<file path="src/rtl/csr_pkg.sv">
// CSR access unit shared types: funct3 opcodes, CSR address map, lookup
// helpers and FSM state encoding.
package csr_pkg;

   localparam int unsigned CSR_ADDR_W = 12;
   localparam int unsigned CSR_IDX_W  = 5;
   localparam int unsigned RS1_W      = 5;

   // Zicsr funct3 encodings; 000 and 100 are unused.
   typedef enum logic [2:0] {
      CSR_OP_RW  = 3'b001,
      CSR_OP_RS  = 3'b010,
      CSR_OP_RC  = 3'b011,
      CSR_OP_RWI = 3'b101,
      CSR_OP_RSI = 3'b110,
      CSR_OP_RCI = 3'b111
   } csr_op_e;

   localparam logic [CSR_ADDR_W-1:0] CSR_MSTATUS  = 12'h300;
   localparam logic [CSR_ADDR_W-1:0] CSR_MISA     = 12'h301;
   localparam logic [CSR_ADDR_W-1:0] CSR_MIE      = 12'h304;
   localparam logic [CSR_ADDR_W-1:0] CSR_MTVEC    = 12'h305;
   localparam logic [CSR_ADDR_W-1:0] CSR_MSCRATCH = 12'h340;
   localparam logic [CSR_ADDR_W-1:0] CSR_MEPC     = 12'h341;
   localparam logic [CSR_ADDR_W-1:0] CSR_MCAUSE   = 12'h342;
   localparam logic [CSR_ADDR_W-1:0] CSR_MTVAL    = 12'h343;

   typedef struct packed {
      logic                 valid;
      logic                 ro;
      logic [CSR_IDX_W-1:0] idx;
   } csr_lookup_t;

   typedef enum logic [2:0] {
      S_IDLE,
      S_READ,
      S_MODIFY,
      S_WRITE,
      S_RESP
   } csr_state_e;

   // Map a CSR address to its register-file slot.
   function automatic csr_lookup_t csr_lookup(input logic [CSR_ADDR_W-1:0] addr);
      csr_lookup_t r;
      r       = '0;
      r.valid = 1'b1;
      case (addr)
         CSR_MSTATUS:  r.idx = 5'd0;
         CSR_MISA:     begin r.idx = 5'd1; r.ro = 1'b1; end
         CSR_MIE:      r.idx = 5'd2;
         CSR_MTVEC:    r.idx = 5'd3;
         CSR_MSCRATCH: r.idx = 5'd4;
         CSR_MEPC:     r.idx = 5'd5;
         CSR_MCAUSE:   r.idx = 5'd6;
         CSR_MTVAL:    r.idx = 5'd7;
         default:      r.valid = 1'b0;
      endcase
      return r;
   endfunction

   // funct3 values with a defined Zicsr meaning.
   function automatic logic csr_f3_legal(input logic [2:0] f3);
      return f3[1:0] != 2'b00;
   endfunction

   // True when the instruction intends to modify the CSR.
   function automatic logic csr_f3_writes(input logic [2:0] f3, input logic [RS1_W-1:0] rs1);
      return (f3[1:0] == 2'b01) || (rs1 != '0);
   endfunction

endpackage

</file>
<file path="src/rtl/csr_rmw_alu.sv">
// Read-modify-write datapath: new CSR value and write suppression for
// set/clear forms with rs1/zimm equal to zero.
module csr_rmw_alu
   import csr_pkg::*;
#(
   parameter int unsigned XLEN = 32
) (
   input  logic [2:0]       op_i,
   input  logic [XLEN-1:0]  old_i,
   input  logic [XLEN-1:0]  operand_i,
   input  logic [RS1_W-1:0] rs1_idx_i,
   output logic [XLEN-1:0]  new_val_c_o,
   output logic             suppress_c_o
);

   // Combine old value and operand according to the Zicsr operation.
   always_comb begin
      new_val_c_o  = old_i;
      suppress_c_o = 1'b0;
      case (op_i)
         CSR_OP_RW, CSR_OP_RWI: new_val_c_o = operand_i;
         CSR_OP_RS, CSR_OP_RSI: begin
            new_val_c_o  = old_i | operand_i;
            suppress_c_o = (rs1_idx_i == '0);
         end
         CSR_OP_RC, CSR_OP_RCI: begin
            new_val_c_o  = old_i & ~operand_i;
            suppress_c_o = (rs1_idx_i == '0);
         end
         default: suppress_c_o = 1'b1;
      endcase
   end

endmodule

</file>
<file path="src/rtl/csr_access_unit.sv">
// CSR access unit: sequences one Zicsr instruction through the CSR file
// read/write port (IDLE -> READ -> MODIFY -> WRITE -> RESP).
// Optional feature macro: CSR_ILLEGAL_TRAP_EN (report illegal accesses).
module csr_access_unit
   import csr_pkg::*;
#(
   parameter int unsigned XLEN  = 32,
   parameter int unsigned IDX_W = 5
) (
   input  logic             clk,
   input  logic             rst,
   input  logic             req_valid,
   output logic             req_ready,
   input  logic [2:0]       req_funct3,
   input  logic [11:0]      req_addr,
   input  logic [XLEN-1:0]  req_rs1_data,
   input  logic [4:0]       req_rs1_idx,
   input  logic             flush,
   output logic [IDX_W-1:0] csr_idx,
   output logic             csr_re,
   input  logic [XLEN-1:0]  csr_rdata,
   output logic             csr_we,
   output logic [XLEN-1:0]  csr_wdata,
   output logic             resp_valid,
   input  logic             resp_ready,
   output logic [XLEN-1:0]  resp_data,
   output logic             resp_illegal
);

   csr_state_e        state_q;
   logic              req_ready_q, csr_re_q, csr_we_q, resp_valid_q, resp_illegal_q;
   logic              ro_q;
   logic [IDX_W-1:0]  csr_idx_q;
   logic [XLEN-1:0]   csr_wdata_q, resp_data_q, operand_q;
   logic [2:0]        op_q;
   logic [RS1_W-1:0]  rs1_idx_q;

   csr_lookup_t       lk_c;
   logic              illegal_c, skip_c;
   logic [XLEN-1:0]   alu_new_c;
   logic              alu_sup_c;

   // Decode the offered request: address map, legality and CSR-access skip.
   always_comb begin
      lk_c      = '0;
      illegal_c = 1'b0;
      skip_c    = 1'b0;
      lk_c      = csr_lookup(req_addr);
`ifdef CSR_ILLEGAL_TRAP_EN
      illegal_c = !lk_c.valid || !csr_f3_legal(req_funct3) ||
                  (lk_c.ro && csr_f3_writes(req_funct3, req_rs1_idx));
      skip_c    = illegal_c;
`else
      skip_c    = !lk_c.valid || !csr_f3_legal(req_funct3);
`endif
   end

   csr_rmw_alu #(.XLEN(XLEN)) u_alu (
      .op_i         (op_q),
      .old_i        (csr_rdata),
      .operand_i    (operand_q),
      .rs1_idx_i    (rs1_idx_q),
      .new_val_c_o  (alu_new_c),
      .suppress_c_o (alu_sup_c)
   );

   // Sequencer with registered port outputs; strobes default low each cycle.
   always_ff @(posedge clk or posedge rst) begin
      if (rst) begin
         state_q        <= S_IDLE;
         req_ready_q    <= 1'b1;
         csr_re_q       <= 1'b0;
         csr_we_q       <= 1'b0;
         csr_idx_q      <= '0;
         csr_wdata_q    <= '0;
         resp_valid_q   <= 1'b0;
         resp_data_q    <= '0;
         resp_illegal_q <= 1'b0;
         ro_q           <= 1'b0;
         operand_q      <= '0;
         op_q           <= '0;
         rs1_idx_q      <= '0;
      end else begin
         csr_re_q <= 1'b0;
         csr_we_q <= 1'b0;
         case (state_q)
            S_IDLE: begin
               if (req_valid) begin
                  op_q        <= req_funct3;
                  rs1_idx_q   <= req_rs1_idx;
                  operand_q   <= req_funct3[2] ? XLEN'(req_rs1_idx) : req_rs1_data;
                  ro_q        <= lk_c.ro;
                  req_ready_q <= 1'b0;
                  resp_data_q <= '0;
                  if (skip_c) begin
                     state_q        <= S_RESP;
                     resp_valid_q   <= 1'b1;
                     resp_illegal_q <= illegal_c;
                  end else begin
                     state_q   <= S_READ;
                     csr_re_q  <= 1'b1;
                     csr_idx_q <= IDX_W'(lk_c.idx);
                  end
               end
            end
            S_READ: begin
               if (flush) begin
                  state_q     <= S_IDLE;
                  req_ready_q <= 1'b1;
               end else begin
                  state_q <= S_MODIFY;
               end
            end
            S_MODIFY: begin
               if (flush) begin
                  state_q     <= S_IDLE;
                  req_ready_q <= 1'b1;
               end else begin
                  state_q     <= S_WRITE;
                  resp_data_q <= csr_rdata;
                  csr_wdata_q <= alu_new_c;
                  csr_we_q    <= !alu_sup_c && !ro_q;
               end
            end
            S_WRITE: begin
               state_q        <= S_RESP;
               resp_valid_q   <= 1'b1;
               resp_illegal_q <= 1'b0;
            end
            S_RESP: begin
               if (resp_ready) begin
                  state_q        <= S_IDLE;
                  resp_valid_q   <= 1'b0;
                  resp_illegal_q <= 1'b0;
                  req_ready_q    <= 1'b1;
               end
            end
            default: begin
               state_q     <= S_IDLE;
               req_ready_q <= 1'b1;
            end
         endcase
      end
   end

   assign req_ready    = req_ready_q;
   assign csr_re       = csr_re_q;
   assign csr_we       = csr_we_q;
   assign csr_idx      = csr_idx_q;
   assign csr_wdata    = csr_wdata_q;
   assign resp_valid   = resp_valid_q;
   assign resp_data    = resp_data_q;
   assign resp_illegal = resp_illegal_q;

endmodule

</file>
<file path="config.mk">
export PLATFORM = sky130hd
export DESIGN_NAME = csr_access_unit
export DESIGN_NICKNAME = d
export VERILOG_FILES = /design/src/rtl/csr_pkg.sv /design/src/rtl/csr_rmw_alu.sv /design/src/rtl/csr_access_unit.sv
export SDC_FILE = /design/constraint.sdc
export NUM_CORES = 1
export LEC_CHECK = 0
export ABC_AREA = 1
export BUFFER_PORTS_ARGS = -buffer_cell sky130_fd_sc_hd__buf_2
export CAP_MARGIN = 10
export CORE_ASPECT_RATIO = 1.2
export CORE_MARGIN = 5
export CORE_UTILIZATION = 40
export DETAILED_ROUTE_END_ITERATION = 7
export PLACE_DENSITY = 0.64
export SLEW_MARGIN = 15
export SYNTH_ARGS = -nofsm -noshare
export SYNTH_HDL_FRONTEND = slang
export SYNTH_SLANG_ARGS = --single-unit
</file>
<file path="constraint.sdc">
create_clock -name clk -period 3.56 [get_ports clk]
set_input_delay 0.534 -clock clk [delete_from_list [all_inputs] [get_ports clk]]
set_output_delay 0.534 -clock clk [all_outputs]
set_load 0.1 [all_outputs]
</file>
# [After elaboration in Yosys (flattened, before gate mapping)]
# Index checks and enable logic that the tools add are counted.
# Widths: inputs -> output; s select.
[op_classes] n_eq_ne=23 muxes=31 bitwise_logic=6 n_reduce_logical=24
[ops] operator="$eq 12x10->1 const B" n=8
[ops] operator="$mux 32" n=3
[ops] operator="$pmux 32 s3" n=1
[ops] operator="$pmux 32 s2" n=1
[ops] operator="$and 32x32->32" n=1
[ops] operator="$not 32->32" n=1
[ops] operator="$or 32x32->32" n=1
[ops] operator="$pmux 3 s7" n=1
[ops] operator="$mux 1" n=15
[ops] operator="$pmux 3 s5" n=1
[ops] operator="$eq 3x2->1 const B" n=4
[ops] operator="$eq 3x3->1 const B" n=4
[ops] operator="$mux 3" n=3
[ops] operator="$ne 2x2->1 const B" n=4
[ops] operator="$reduce_and 4->1" n=2
[ops] operator="$reduce_or 2->1" n=4
[ops] operator="$reduce_or 8->1" n=1
[ops] operator="$eq 3x1->1 const B" n=2
[ops] operator="$pmux 1 s3" n=2
[ops] operator="$reduce_and 2->1" n=3
[ops] operator="$reduce_and 3->1" n=2
[ops] operator="$logic_not 5->1" n=1
[ops] operator="$logic_not 1->1" n=4
[ops] operator="$mux 2" n=2
[ops] operator="10 further kinds" n=13
[totals] reg_bits=118 inputBits=89 output_inout_bits=74 wordCells=97

# [Longest topological paths before layout]
[logic_depth] word_depth=8 depth_mapped=10 ltp_nobuf=10

# [Modules after synthesis]
# A second synthesis with hierarchy kept.
[hier_totals] hier_cells=642 hier_area_um2=5685.5
[by_module_without_submodules] mod="csr_access_unit" instances=1 cells_per_inst=427 area_each_um2=4650.7 seq_area_each_um2=2879.0
[by_module_without_submodules] mod="csr_rmw_alu" instances=1 cells_per_inst=215 area_each_um2=1034.7 seq_area_each_um2=0.0

# [Least setup slack after synthesis]
# OpenSTA, ideal clock, no wires.
[synth_timing] path_kind="input to register" from="input port flush" to="register csr_wdata_q[0], in the netlist csr_wdata[0]" setup_time_ns=0.082 t_arrival_ns=1.357 required_ns=3.478 setup_slack_ns=2.121 path_stages=6 n_path_buf=1 cell_sequence="nor2_1 nand3_2 inv_2 buf_2 nor2_1 a31oi_1"
[synth_via] elab_chain_cells=2
[synth_rtl] element="from (decl)" line="csr_access_unit.sv:18" text="input logic flush,"
[synth_rtl] element="$not 1->1 (no line)"
[synth_rtl] element="$reduce_and 2->1 (no line)"
[synth_rtl] element="to (signal assigned)" line="csr_access_unit.sv:121" text="csr_wdata_q <= alu_new_c;"
[synth_rtl] element="to (decl)" line="csr_access_unit.sv:34" text="logic [XLEN-1:0] csr_wdata_q, resp_data_q, operand_q;"
# Every way passes these cells.
# A chain may end at the register's enable or synchronous reset.

# [Worst setup path after layout]
[layout_timing] from="register state_q[1]" to="register operand_q[11]"
[layout_via] elab_chain_cells=2
[layout_rtl] element="from (decl)" line="csr_access_unit.sv:30" text="csr_state_e state_q;"
[layout_rtl] element="from (signal assigned)" line="csr_access_unit.sv:70" text="state_q <= S_IDLE;"
[layout_rtl] element="from (signal assigned)" line="csr_access_unit.sv:96" text="state_q <= S_RESP;"
[layout_rtl] element="from (signal assigned)" line="csr_access_unit.sv:100" text="state_q <= S_READ;"
[layout_rtl] element="$logic_not 3->1" line="csr_access_unit.sv:86" text="case (state_q)"
[layout_rtl] element="$reduce_and 2->1 (no line)"
[layout_rtl] element="to (signal assigned)" line="csr_access_unit.sv:91" text="operand_q <= req_funct3[2] ? XLEN'(req_rs1_idx) : req_rs1_data;"
[layout_rtl] element="to (decl)" line="csr_access_unit.sv:34"
# Every way passes these cells.

==> results.json <==
{
  "ff2ff_path_depth": 8,
  "worst_slew_pin_slew_ps": 1080,
  "maxCapViolCount": 0,
  "rsz0062_at_grt": "no",
  "grt_pass1_wl_mm": 25.0,
  "start_kind": "flop",
  "netlist_instances": 587,
  "layout.nets": 824,
  "global_route.usage.total": 0.207,
  "hpwl_mm": 10.3,
  "ff2ff_setup_slack_ps": 1350,
  "critPathArrivalTime_ps": 2520,
  "holdBufCountCts": 0,
  "syn_to_final_growth_pct": 31.3,
  "netlist-cell-type-count": 28,
  "fin_util": 0.533,
  "first_pass_iters": 5,
  "postCtsSetupBuffers": 0,
  "min_period_ps": 2210,
  "powerDensity_nw_per_um2": 717,
  "fin_skew_ps": 7.53,
  "slew_headroom": 0.274,
  "die_area_um2": 15200,
  "pin_count": 163,
  "fmax_mhz": 453,
  "yosys_register_bits": 114,
  "viasPerCell": 5.26,
  "avgRoutedWirePerCell_um": 16.9,
  "drc": 0,
  "clock_sinks": 114,
  "cp-end-kind": "flop",
  "die_width_um": 113,
  "status": "completed",
  "core_area_um2": 12600,
  "diodes": 0,
  "synth.avg_cell_area_um2": 8.72,
  "grt_max_degree": 65,
  "worst-path-max-fanout": 42,
  "initial_core_util": 0.406,
  "cts-root-buf": "clkbuf_16",
  "worstPathRequired_ps": 3880,
  "hold_viol": 0,
  "rr_endpoint": "operand_q[11]",
  "critPathKind": "reg -> reg",
  "ir_worst_vdd_v": 0.000459,
  "clkLatencyLatePin_ps": 400,
  "leakage_nw": 3.56,
  "drtIter0Drc": 230,
  "htreeDepth": 4,
  "synth_top_area_share": 0.552,
  "antenna_left": 0,
  "vias": 4801,
  "seq_area_frac_synth": 0.557,
  "finalSetupTns_ps": 0,
  "gr-total-overflow": 0,
  "stdcell_count": 912,
  "finalSetupViolCount": 0,
  "numCtsBuffers": 17,
  "yosysWarnings": 0,
  "period_share": 0.620,
  "die_h_um": 134,
  "cts_resized": 0,
  "reg2reg_from": "state_q[1]",
  "n_fill_cell": 1198,
  "maxSlewViolCount": 0,
  "rows": 45,
  "grt_pass1_vias": 5012,
  "antenna_found_initial": 1,
  "drive_gt1_frac": 0.283,
  "syn_area_um2": 5120,
  "synthTopCellsByArea": "dfrtp_1 (55%), nand2_1 (7.4%), nand3_1 (6.9%)",
  "cts_tree": "yes",
  "min_path_type": "in -> async",
  "place_inst": 880,
  "yosysTopAreaCell": "dfrtp_1",
  "port_buffers": 159,
  "clk_pin_slew_worst_paths_ps": 50,
  "finalWeightedCongestion": 0.766,
  "wirelength_mm": 15.4,
  "cts_buffer_depth": 2
}
==> synth_stat cells <==
cell type  instances
nand3_1           71
a21oi_1            7
clkbuf_1          25
dfrtp_1          113
dfstp_2            1
conb_1             1
o211ai_1          32
nor3_4             1
o21ai_0           47
o21ai_1           20
nor2_1            48
nor2_2             1
or2_2              1
inv_1             51
buf_4              6
o21a_1             1
nand3_2            1
nand3b_1           1
nand2_2            1
nand2_1          101
a31oi_1           32
inv_2              4
buf_2              7
a22oi_1            5
nor3_1             4
nand4_1            2
buf_6              2
clkinv_1           1
==> worst max path at each step <==
stage	startpoint	to	slack, ps
floorplan	rst	csr_idx[0]	10
global placement	req_valid	operand_q[11]	1320
detailed placement	req_valid	operand_q[23]	1280
CTS	state_q[1]	operand_q[11]	1340
global route	state_q[1]	operand_q[5]	1170
finish	state_q[1]	operand_q[11]	1350
==> critical path: stages, from the launching register on <==
cell,delay (ps)
dfrtp_1,420
nor2_2,170
inv_2,80
nor3_4,140
buf_4,450
nand2_1,120
inv_2,460
nand2_1,130
o21ai_1,130
==> state kept, by name, indices dropped and copies added (netlist names), 2 cells and up <==
name / count
csr_idx: 3
csr_wdata: 32
op_q: 2
operand_q: 32
resp_data: 32
rs1_idx_q: 5
state_q: 3
==> stage by stage <==
step                cell area [um2]  total power [mW]  setup slack, ps  hold WS, ps
CTS                            6720              4.84             1340          316
floorplan                      5130              2.48             11.9          412
detailed placement             6020              2.83             1280          440
finish                         6720              4.82             1350          287
global route                   6720              5.06             1170          334
global placement               6020              2.79             1320          433
==> routing by layer <==
metal / up-vias / GRT usage / share of wire
met3: 21 / 0.0546 / 0.076
met4: 2 / 0.0782 / 0.017
met2: 211 / 0.345 / 0.50
met1: 2287 / 0.256 / 0.41
li1: 2280 / - / -
met5: - / 0 / 0.00045
==> layout make-up <==
| cell class | instances | area, um2 | area share |
|---|---|---|---|
| repair buffers | 167 | 868 | 0.129 |
| inverters | 56 | 213 | 0.0316 |
| clock buffers | 24 | 512 | 0.0761 |
| flip-flops and latches | 114 | 2850 | 0.425 |
| well taps | 164 | 205 | 0.0305 |
| multi-input cells | 379 | 1880 | 0.279 |
| clock inverters | 8 | 194 | 0.0288 |
==> power by group <==
| part | switching [mW] | leakage (nW) | internal [mW] |
|---|---|---|---|
| logic | 0.874 | 1.68 | 0.315 |
| clock network | 0.574 | 0.347 | 1.43 |
| registers | 0.113 | 1.53 | 1.52 |
==> cell families (layout without fill, tap and decap cells) <==
family	Yosys count	after routing	synth area share
buf+inv	96	255	0.0794
other cells	1	3	0.000732
simple gates	232	232	0.195
compound gates	144	144	0.167
flops	114	114	0.557
==> layout by cell type, fill, tap and decap left out, types with 2 or more instances in the layout <==
master	synthesis	final
buf_2	7	159
dfrtp_1	113	113
nand2_1	101	101
nand3_1	71	71
inv_1	51	49
o21ai_0	47	47
nor2_1	48	46
o211ai_1	32	32
a31oi_1	32	32
o21ai_1	20	20
clkbuf_16	0	17
a21oi_1	7	7
buf_4	6	7
clkbuf_8	0	6
bufinv_16	0	6
a22oi_1	5	5
inv_2	4	4
nor2_2	1	3
nor3_1	4	3
conb_1	1	3
clkinv_1	1	2
nand4_1	2	2
No activity file was read; power rests on OpenSTA's default activity.
